===== src/rtl/fetch_ctrl.sv =====
// Fetch sequencer: owns the architectural PC, issues one instruction-memory
// request at a time and presents fetched words to the IF/ID register.
// Execute-stage redirects take priority over stalls and acks. A request that
// is in flight when a redirect arrives is drained and its data discarded.
//
// state | meaning
// IDLE  | no request; waiting for the skid buffer to empty
// FETCH | request at pc outstanding
// DROP  | wrong-path request outstanding at drop_addr; its data is discarded
module fetch_ctrl #(
  parameter logic [31:0] RESET_PC  = 32'h0000_0000,
  parameter logic [31:0] NOP_INSTR = 32'h0000_0013
) (
  input  logic        clk,
  input  logic        rst_n,
  input  logic        br_taken,
  input  logic [31:0] br_target,
  input  logic        stall,
  output logic        imem_req,
  output logic [31:0] imem_addr,
  input  logic        imem_ack,
  input  logic [31:0] imem_rdata,
  output logic        if_valid,
  output logic [31:0] if_instr,
  output logic [31:0] if_pc,
  output logic        flush,
  output logic        misalign
);

  typedef enum logic [1:0] {IDLE, FETCH, DROP} state_t;

  state_t      state;
  state_t      state_nxt;
  logic [31:0] pc;
  logic [31:0] drop_addr;
  logic        skid_v;
  logic [31:0] skid_instr;
  logic [31:0] skid_pc;

  logic consume;
  logic slot_free;
  logic ack_fetch;

  assign consume   = if_valid && !stall;
  assign slot_free = !if_valid || !stall;
  assign ack_fetch = (state == FETCH) && imem_ack;

  assign imem_req  = (state != IDLE);
  assign imem_addr = (state == DROP) ? drop_addr : pc;
  assign flush     = br_taken;

  // State register.
  always_ff @(posedge clk) begin
    if (!rst_n) begin
      state <= IDLE;
    end else begin
      state <= state_nxt;
    end
  end

  // Next state; a redirect overrides the normal sequencing.
  always_comb begin
    state_nxt = state;
    case (state)
      IDLE:    if (!skid_v || consume) state_nxt = FETCH;
      FETCH:   if (imem_ack) state_nxt = slot_free ? FETCH : IDLE;
      DROP:    if (imem_ack) state_nxt = FETCH;
      default: state_nxt = IDLE;
    endcase
    if (br_taken) begin
      state_nxt = (imem_req && !imem_ack) ? DROP : FETCH;
    end
  end

  // PC, output register, skid buffer and misalign pulse.
  always_ff @(posedge clk) begin
    if (!rst_n) begin
      pc         <= RESET_PC;
      drop_addr  <= '0;
      if_valid   <= 1'b0;
      if_instr   <= NOP_INSTR;
      if_pc      <= '0;
      skid_v     <= 1'b0;
      skid_instr <= NOP_INSTR;
      skid_pc    <= '0;
      misalign   <= 1'b0;
    end else if (br_taken) begin
      pc       <= {br_target[31:2], 2'b00};
      if_valid <= 1'b0;
      if_instr <= NOP_INSTR;
      skid_v   <= 1'b0;
      misalign <= |br_target[1:0];
      // Remember the in-flight address so it stays on the bus until acked;
      // a redirect already in DROP keeps the original drain address.
      if (state == FETCH && !imem_ack) begin
        drop_addr <= pc;
      end
    end else begin
      misalign <= 1'b0;
      if (ack_fetch) begin
        pc <= pc + 32'd4;
      end
      if (consume && skid_v) begin
        if_instr <= skid_instr;
        if_pc    <= skid_pc;
        skid_v   <= 1'b0;
      end else if (ack_fetch && slot_free) begin
        if_valid <= 1'b1;
        if_instr <= imem_rdata;
        if_pc    <= pc;
      end else if (consume) begin
        if_valid <= 1'b0;
        if_instr <= NOP_INSTR;
      end
      // Output is held by stall: park the word until the consumer frees up.
      if (ack_fetch && !slot_free) begin
        skid_v     <= 1'b1;
        skid_instr <= imem_rdata;
        skid_pc    <= pc;
      end
    end
  end

endmodule


===== config.mk =====
export PLATFORM = sky130hd
export DESIGN_NAME = fetch_ctrl
export DESIGN_NICKNAME = d
export VERILOG_FILES = /design/src/rtl/fetch_ctrl.sv
export SDC_FILE = /design/constraint.sdc
export NUM_CORES = 1
export LEC_CHECK = 0
export ABC_CLOCK_PERIOD_IN_PS = 2800
export BUFFER_PORTS_ARGS = -buffer_cell sky130_fd_sc_hd__buf_2
export CAP_MARGIN = 20
export CORE_MARGIN = 2
export CORE_UTILIZATION = 40
export DETAILED_ROUTE_END_ITERATION = 10
export GPL_ROUTABILITY_DRIVEN = 0
export GPL_TIMING_DRIVEN = 0
export MAX_ROUTING_LAYER = met4
export SYNTH_ARGS = -nofsm -noshare
export SYNTH_HDL_FRONTEND = slang
export SYNTH_SLANG_ARGS = --single-unit

===== constraint.sdc =====
create_clock -name clk -period 2.8 [get_ports clk]
set_clock_uncertainty 0.2 [all_clocks]
set_input_delay 0.84 -clock clk [delete_from_list [all_inputs] [get_ports clk]]
set_output_delay 0.84 -clock clk [all_outputs]
set_load 0.01 [all_outputs]

==> impl_metrics.csv, run 1 <==
group,metric,value,unit
drt,wl_met3,1860,um
critical_path,path_max_fanout,7,
logic_synthesis,ys_warn_count,0,
place,dp_hpwl,19400,um
timing,grt_setup_unrepaired,"no",
clocking,clock-root-buffer,"clkbuf_16",
drt,vias_per_cell,5.43,
clocking,holdBufCountCts,0,
drt,dr.pass1.iters,5,
timing,tightest_slew,0.790,ns
pwr,p_leak,3.95,nW
drt,topRoutingLayerUsed,"met4",
floorplan,pin_count,169,
logic_synthesis,syn_area,8530,um2
drt,route.met2.wl,12400,um
drt,antenna_left,0,
min_path,holdPathStages,2,
critical_path,r2r-end,"if_instr[25]",
clocking,numClockSinks,189,
global_routing,grt_pass1_wl,42000,um
global_routing,grt_pass1_vias,7634,
floorplan,dieArea,22500,um2
logic_synthesis,synth_area_leaders,"dfxtp_1 (44%), nand2_1 (12%), a21boi_0 (10%), o21ai_0 (4.3%), clkbuf_1 (3.7%)",
critical_path,critPathRequiredTime,1.76,ns
final_layout,multi_input_area,4360,um2
timing,setup_viol,0,
clocking,cts_tree,"done",
final_layout,diodes,0,
critical_path,end_kind,"output pin",
place,pre_cts_ws,-0.595,ns
place,post_dp_cell_area,9710,um2
critical_path,reg2reg_depth,8,
logic_synthesis,synth_sequential_area_ratio,0.444,
critical_path,startpoint_type,"register",
floorplan,die_w,150,um
timing,period_share,0.977,
drt,vias,8233,
clocking,htreeDepth,4,
timing,hold_viol,0,
timing,tns,0,ns
logic_synthesis,avgSynthCellArea,8.24,um2
final_layout,area_growth_syn_to_layout,24.1,%
global_routing,antenna_found_initial,0,
min_path,hp-start,"drop_addr[7]",
timing,fmax,366,MHz
logic_synthesis,yosysTopAreaCell,"dfxtp_1",
floorplan,rows,53,
drt,drtIter0Drc,648,
critical_path,crit_end,"imem_addr[4]",
clocking,cts-buffers-inserted,17,
final_layout,nets,1298,
logic_synthesis,synth-seq-cells,189,
global_routing,grt_usage,0.246,
logic_synthesis,synth_flop_cell,"dfxtp_1",
logic_synthesis,postSynthCellCount,1035,
timing,slew_violations,0,
drt,routed_wl,27100,um
logic_synthesis,synthDominantCellAreaShare,0.444,
timing,slew_headroom,0.469,
pwr,power_density,564,nW/um2
place,port_buffers,163,
critical_path,cp_data_arrival_time,1.69,ns
final_layout,fillers,2109,
min_path,hold_path.class,"reg -> reg",
final_layout,final_cell_area,10600,um2
timing,fin_ws,0.0652,ns
clocking,cts_buffer_depth,2,
final_layout,ff_latch_area,3790,um2
global_routing,grt_overflow,0,
drt,wl_met1,12500,um
run,cap_violations,0,
drt,wire_per_inst,17.9,um
critical_path,cp-startpoint,"state[1]",
floorplan,start_util,0.407,
timing,fin_crit,2.73,ns
final_layout,drive_above_1_share,0.205,
clocking,cts.clk_slew.worst_paths,0.07,ns
floorplan,core,21000,um2
critical_path,r2r_start,"state[1]",
outcome,status,"complete, no violations",
floorplan,die_h,150,um
logic_synthesis,async_reset_ff_frac,0,
logic_synthesis,synth_cell_types,52,
critical_path,rrSetupSlack,0.18,ns
clocking,clk-insertion-delay-late,0.43,ns
logic_synthesis,synth_edf_count,0,
pwr,ir_drop,419,uV
critical_path,worstSetupPathType,"reg -> out",
global_routing,grt_start_max_net_pins,17,
drt,drcViolationCount,0,
[per-stage QoR]
stage / total power (W) / util / hold slack, ns / instances
finish: 0.00597 / 0.505 / 0.262 / 1516
detailed placement: 0.00343 / 0.463 / 0.254 / 1477
global route: 0.00619 / 0.505 / 0.286 / 1516
floorplan: 0.00318 / - / 0.240 / 1038
CTS: 0.00599 / 0.498 / 0.264 / 1513
global placement: 0.00343 / 0.463 / 0.247 / 1476
[synthesized netlist by cell type, types with 4 or more instances]
master	count
a31oi_1	14
mux2_2	24
nand2_1	271
buf_2	8
clkbuf_1	83
a222oi_1	29
dfxtp_1	189
and2_1	4
o211a_1	7
nor3b_1	5
or3_1	9
nor2_1	39
nand3_1	13
buf_4	6
a21oi_1	8
nand4_1	12
o31ai_1	8
nand2b_1	4
a211o_1	30
or4_1	10
inv_1	8
xnor2_1	5
and4_1	5
a21boi_0	116
nor3_1	7
o21ai_0	74
[where the power goes]
group          internal, W  total, W  switching, W
sequential         0.00275   0.00281     0.0000638
clock              0.00147   0.00256       0.00109
combinational     0.000244  0.000601      0.000357
[kinds of logic after synthesis]
group                    count (synthesis)  synth area share
multiplexers                            24            0.0317
other                                    1          0.000440
AND/OR/NAND/NOR                        398             0.205
buffers and inverters                  112            0.0535
flip-flops                             189             0.444
AO/OA/AOI/OAI                          302             0.256
adder cells (fa/ha/maj)                  1           0.00147
XOR/XNOR                                 8           0.00822
[worst max-delay path: stages (launching register included)]
cell and delay (ns):
dfxtp_4 0.36, inv_2 0.06, nor2_4 0.10, buf_12 0.15, buf_8 0.12, mux2_2 0.34, buf_2 0.14
[cells in the final DEF (no fill, tap or decap), drive strengths merged, types with 6 or more instances in the layout]
cell type	n
buf	188
or4	10
nor3	7
inv	11
o211a	7
dfxtp	189
clkinv	6
nand3	13
a211o	30
a222oi	29
o31ai	8
a31oi	14
or3	9
nand4	13
a21oi	8
o21ai	74
a21boi	119
nor2	39
clkbuf	107
mux2	24
nand2	271
[area by class of cell]
type / count / share of cell area
buffer: 102 / 0.0440
clock inverter: 11 / 0.0148
timing repair buffer: 172 / 0.0918
clock buffer: 21 / 0.0435
multi-input combinational: 737 / 0.412
tap: 275 / 0.0325
sequential: 189 / 0.358
inverter: 9 / 0.00319
[registers in the layout, indices dropped and copies added (netlist names)]
name        flops
skid_instr     32
skid_pc        30
pc             30
if_valid        1
state           2
if_instr       32
skid_v          1
misalign        1
drop_addr      30
if_pc          30
[per-layer routing]
layer | up-vias | GRT usage
li1 | 4036 | -
met1 | 3913 | 0.344
met2 | 253 | 0.373
met3 | 31 | 0.0439
met4 | 0 | 0.0571
met5 | - | -
[how the worst min path moves through the flow]
stage	endpoint	slack [ns]
after detailed placement	drop_addr[26]	0.25
after global placement	drop_addr[4]	0.25
final	drop_addr[7]	0.26
after floorplan	drop_addr[11]	0.24
after global routing	skid_instr[20]	0.29
after CTS	drop_addr[7]	0.26
[timing repair]
action                                  CTS  global route
cloned                                    1             1
endpoints found under the setup margin   30            34
setup buffers                             4             2
pin swaps                                 1             1
resized for setup                        18            30
No activity file was read; power rests on OpenSTA's default activity.
==> inputs of run 2 (changes only) <==
--- a/config.mk
+++ b/config.mk
@@ -5,7 +5,7 @@
 export SDC_FILE = /design/constraint.sdc
 export NUM_CORES = 1
 export LEC_CHECK = 0
-export ABC_CLOCK_PERIOD_IN_PS = 2800
+export ABC_CLOCK_PERIOD_IN_PS = 3370
 export BUFFER_PORTS_ARGS = -buffer_cell sky130_fd_sc_hd__buf_2
 export CAP_MARGIN = 20
 export CORE_MARGIN = 2
==> constraint.sdc (replaced) <==
create_clock -name clk -period 3.37 [get_ports clk]
set_clock_uncertainty 0.2 [all_clocks]
set_input_delay 1.011 -clock clk [delete_from_list [all_inputs] [get_ports clk]]
set_output_delay 1.011 -clock clk [all_outputs]
set_load 0.01 [all_outputs]
==> run 2 against run 1 <==
- global-route usage decreased by 0.14 points
- clock power decreased by 17%
- register-to-register slack better by 0.53 ns
- total power fell by 17%
- die area is the same
- combinational power fell by 21%
- final cell count barely moved
- critical path depth is 1 lower
- highest routed layer unchanged
==> impl_metrics.csv, run 2 (synthesis gave the netlist of run 1 again) <==
group,metric,value,unit
outcome,status,"complete, no violations",
global_routing,grt_usage,0.245,
drt,dr.pass1.iters,7,
floorplan,dieArea,22500,um2
timing,period_share,0.961,
floorplan,rows,53,
timing,slew_headroom,0.452,
timing,fmax,309,MHz
global_routing,grt_start_max_net_pins,17,
critical_path,cp_data_arrival_time,2.03,ns
timing,fin_crit,3.24,ns
min_path,holdPathStages,2,
clocking,htreeDepth,4,
critical_path,end_kind,"output pin",
min_path,hold_path_end,"drop_addr[26]",
critical_path,critPathRequiredTime,2.16,ns
floorplan,start_util,0.407,
drt,vias,8235,
final_layout,utilization,0.495,
pwr,ir_drop,348,uV
timing,setup_viol,0,
critical_path,r2r_start,"state[0]",
run,cap_violations,0,
drt,drtIter0Drc,637,
timing,fin_ws,0.131,ns
timing,slew_violations,0,
place,dp_hpwl,19400,um
timing,holdWs,0.261,ns
critical_path,rrSetupSlack,0.71,ns
global_routing,grt_overflow,0,
drt,vias_per_cell,5.44,
drt,drcViolationCount,0,
final_layout,mostFrequentLayoutCell,"nand2_1",
critical_path,r2r-end,"skid_instr[8]",
final_layout,reg_top3,"if_instr (32), skid_instr (32)",
clocking,cts_tree,"done",
critical_path,startpoint_type,"register",
place,post_dp_cell_area,9710,um2
critical_path,worstSetupPathType,"reg -> out",
pwr,power_density,475,nW/um2
drt,wire_per_inst,17.7,um
pwr,p_leak,3.88,nW
final_layout,fillers,2133,
clocking,cts-buffers-inserted,17,
final_layout,layout_common_cells,"nand2_1 (271), dfxtp_1 (189), buf_2 (171), a21boi_0 (116), clkbuf_1 (82)",
place,port_buffers,163,
final_layout,drive_above_1_share,0.199,
drt,routed_wl,26800,um
floorplan,die_w,150,um
final_layout,final_cell_area,10400,um2
global_routing,antenna_found_initial,0,
clocking,numClockSinks,189,
critical_path,reg2reg_depth,7,
clocking,cts.clk_slew.worst_paths,0.07,ns
timing,grt_setup_unrepaired,"no",
floorplan,core,21000,um2
timing,hold_viol,0,
place,pre_cts_ws,-0.196,ns
floorplan,pin_count,169,
clocking,clk-insertion-delay-late,0.43,ns
global_routing,grt_pass1_wl,41700,um
timing,tightest_slew,0.815,ns
clocking,cts_buffer_depth,2,
clocking,clock-root-buffer,"clkbuf_16",
min_path,hold_path.class,"reg -> reg",
min_path,hp-start,"drop_addr[26]",
drt,antenna_left,0,
critical_path,path_max_fanout,10,
floorplan,die_h,150,um
pwr,p_total,0.00493,W
final_layout,area_growth_syn_to_layout,21.7,%
global_routing,grt_pass1_vias,7563,
final_layout,nets,1296,
run 2: cell types whose count changed in the layout (fill, tap and decap cells not counted), moves of 2 or more:
cell       previous run  this run
dfxtp_1             187       189
o21ai_0              72        74
dfxtp_4               2         0
clkbuf_16            19        17
buf_8                 2         0
buf_2               161       171
o21ai_2               2         0
mux2_2               12        24
mux2_4               12         0
buf_6                10         0
run 2: report_power, final:
| group | internal, W | switching (W) | leakage (nW) |
|---|---|---|---|
| Combinational | 0.000183 | 0.000292 | 2.04 |
| Sequential | 0.00228 | 0.0000510 | 1.53 |
| Clock | 0.00122 | 0.000905 | 0.303 |
run 2: worst max-delay path by stage:
stage / from / end / cells past startpoint
after floorplan: state[0] / imem_addr[11] / 4
after CTS: state[1] / imem_addr[25] / 5
after global routing: state[1] / imem_addr[11] / 5
after global placement: state[1] / imem_addr[11] / 5
after detailed placement: state[1] / imem_addr[11] / 5
final: state[1] / imem_addr[11] / 5
run 2: per-layer routing:
layer,up-vias,track usage,routed length (um)
met1,3881,0.344,12400
li1,4035,-,-
met2,280,0.368,12100
met4,0,0.0561,459
met3,39,0.0433,1800
met5,-,-,0
run 2: timing repair:
item	in CTS	in global routing
pin swaps	0	1
gates resized for setup	5	4
hold buffers	0	0
setup buffers	0	5
setup endpoints to repair	26	23
run 2: critical path, stage by stage (launching register included):
cell	delay, ns
dfxtp_1	0.42
inv_1	0.14
nor2_4	0.24
clkbuf_4	0.30
mux2_2	0.36
buf_2	0.14
run 2: stage by stage:
stage               TNS, ns  cells
floorplan                 0   1038
CTS                       0   1509
global placement      -4.93   1476
detailed placement    -2.80   1477
finish                    0   1515
global route              0   1514
run 2: layout make-up:
cell class                 instances  area [um2]  area share
antenna                            1        2.50    0.000241
buffer                           103         432      0.0416
clock buffer                      21         460      0.0444
clock inverter                    11         156      0.0151
inverter                           9        33.8     0.00325
multi-input combinational        737        4310       0.415
sequential                       189        3780       0.365
tap                              275         344      0.0331
timing repair buffer             169         861      0.0829
==> inputs of run 3 (changes only) <==
==> constraint.sdc (replaced) <==
create_clock -name clk -period 3.37 [get_ports clk]
set_clock_uncertainty 0.2 [all_clocks]
set_input_delay 0.1685 -clock clk [delete_from_list [all_inputs] [get_ports clk]]
set_output_delay 0.1685 -clock clk [all_outputs]
set_load 0.01 [all_outputs]
==> run 3 against run 2 <==
- register-to-register slack improved by 0.02 ns
- non-clock buffer count is 62 higher
- clock power about the same
- final cell count grew 4.0%
- via count rose by 2.2%
- wire length increased by 2.0%
- critical endpoint unchanged
- largest power group unchanged
- highest routed layer unchanged
==> impl_metrics.csv, run 3 (synthesis gave the netlist of run 1 again) <==
group,metric,value,unit
outcome,status,"complete, no violations",
pwr,ir_drop,353,uV
floorplan,start_util,0.407,
floorplan,die_h,150,um
global_routing,grt_overflow,0,
pwr,p_leak,4.12,nW
place,dp_hpwl,19400,um
timing,fmax,316,MHz
final_layout,drive_above_1_share,0.183,
final_layout,reg_top3,"if_instr (32), skid_instr (32)",
critical_path,critPathRequiredTime,3.00,ns
clocking,clock-root-buffer,"clkbuf_16",
global_routing,grt_pass1_wl,42700,um
clocking,clk-insertion-delay-late,0.43,ns
drt,vias_per_cell,5.34,
timing,slew_headroom,0.462,
timing,tns,0,ns
pwr,p_int,0.00373,W
min_path,hold_path.class,"in -> reg",
timing,holdWs,0.0263,ns
clocking,htreeDepth,4,
final_layout,layout_common_cells,"nand2_1 (271), dfxtp_1 (189), buf_2 (171), a21boi_0 (116), clkbuf_1 (85)",
timing,period_share,0.940,
pwr,power_switching,0.00127,W
clocking,cts.clk_slew.worst_paths,0.07,ns
timing,grt_setup_unrepaired,"no",
drt,drcViolationCount,0,
drt,dr.pass1.iters,7,
floorplan,rows,53,
global_routing,grt_pass1_vias,7867,
timing,fin_crit,3.17,ns
clocking,cts-buffers-inserted,17,
drt,routed_wl,27300,um
floorplan,dieArea,22500,um2
pwr,power_density,455,nW/um2
run,cap_violations,0,
floorplan,pin_count,169,
floorplan,die_w,150,um
global_routing,antenna_found_initial,0,
timing,slew_violations,0,
final_layout,fillers,2076,
final_layout,utilization,0.525,
clocking,cts_resized,0,
global_routing,grt_usage,0.250,
final_layout,mostFrequentLayoutCell,"nand2_1",
global_routing,grt_start_max_net_pins,17,
critical_path,path_max_fanout,10,
place,port_buffers,163,
pwr,p_seq_frac,0.466,
timing,hold_viol,0,
critical_path,worstSetupPathType,"reg -> out",
clocking,numClockSinks,189,
final_layout,nets,1358,
critical_path,startpoint_type,"register",
timing,tightest_slew,0.800,ns
drt,vias,8416,
pwr,power_frac_clock,0.427,
final_layout,area_growth_syn_to_layout,28.9,%
clocking,cts_buffer_depth,2,
pwr,switching_share,0.254,
critical_path,end_kind,"output pin",
timing,setup_viol,0,
floorplan,core,21000,um2
drt,antenna_left,0,
final_layout,diodes,0,
pwr,comb_power_share,0.107,
drt,drtIter0Drc,629,
critical_path,cp_data_arrival_time,2.80,ns
drt,wire_per_inst,17.3,um
critical_path,rrSetupSlack,0.73,ns
clocking,cts_tree,"done",
run 3: cell types whose count changed in the layout (fill, tap and decap cells not counted):
cell           previous run  this run
diode_2                   1         0
clkbuf_2                  4         3
nor2_1                   38        39
clkbuf_4                  2         0
nor2_4                    1         0
clkbuf_1                 82        85
dlygate4sd3_1             0        67
buf_4                    12         7
run 3: per-layer routing:
metal  vias to the layer above  global-route usage  part of all wire
met5                         -                   -                 0
met1                      3989               0.347              0.47
met2                       249               0.379              0.45
met3                        28              0.0424             0.062
met4                         0              0.0580             0.014
li1                       4150                   -                 -
run 3: worst paths after layout:
| check | from | cells past startpoint | to |
|---|---|---|---|
| min reg2reg | drop_addr[26] | 2 | drop_addr[26] |
| min | rst_n | 3 | pc[28] |
| max | state[1] | 5 | imem_addr[11] |
| max reg2reg | state[0] | 7 | skid_instr[8] |
run 3: timing repair:
action                    in CTS  in global routing
hold endpoints to repair      98                  0
setup buffers                  0                  0
hold buffers                  67                  0
run 3: layout make-up:
type / instances / area [um2] / area share
Tap cell: 275 / 344 / 0.0313
Sequential cell: 189 / 3780 / 0.344
Clock inverter: 11 / 156 / 0.0142
Inverter: 9 / 33.8 / 0.00307
Clock buffer: 21 / 460 / 0.0419
Buffer: 103 / 423 / 0.0385
Timing Repair Buffer: 231 / 1490 / 0.136
Multi-Input combinational cell: 737 / 4300 / 0.391
run 3: worst max-delay path: stages (launching register included):
cell and delay [ns]:
dfxtp_1 0.41, inv_1 0.11, nor2_1 0.63, clkbuf_1 0.65
mux2_2 0.42, buf_2 0.14
run 3: metrics by stage:
| step | total power [W] | setup WS [ns] | cell area (um2) | std cells |
|---|---|---|---|---|
| global route | 0.00518 | 0.0178 | 11000 | 1576 |
| CTS | 0.00503 | 0.203 | 11000 | 1576 |
| global placement | 0.00285 | 0.543 | 9700 | 1476 |
| finish | 0.00500 | 0.201 | 11000 | 1576 |
| detailed placement | 0.00285 | 0.647 | 9710 | 1477 |
| floorplan | 0.00264 | 1.20 | 8540 | 1038 |
run 3: power by group through the flow:
stage,Clock [W],Sequential (W),Combinational (W)
3_5_place_dp,0,0.00238,0.000469
3_3_place_gp,0,0.00238,0.000469
5_1_grt,0.00226,0.00234,0.000586
2_1_floorplan,0,0.00237,0.000273
6_report,0.00213,0.00233,0.000535
4_1_cts,0.00217,0.00233,0.000533
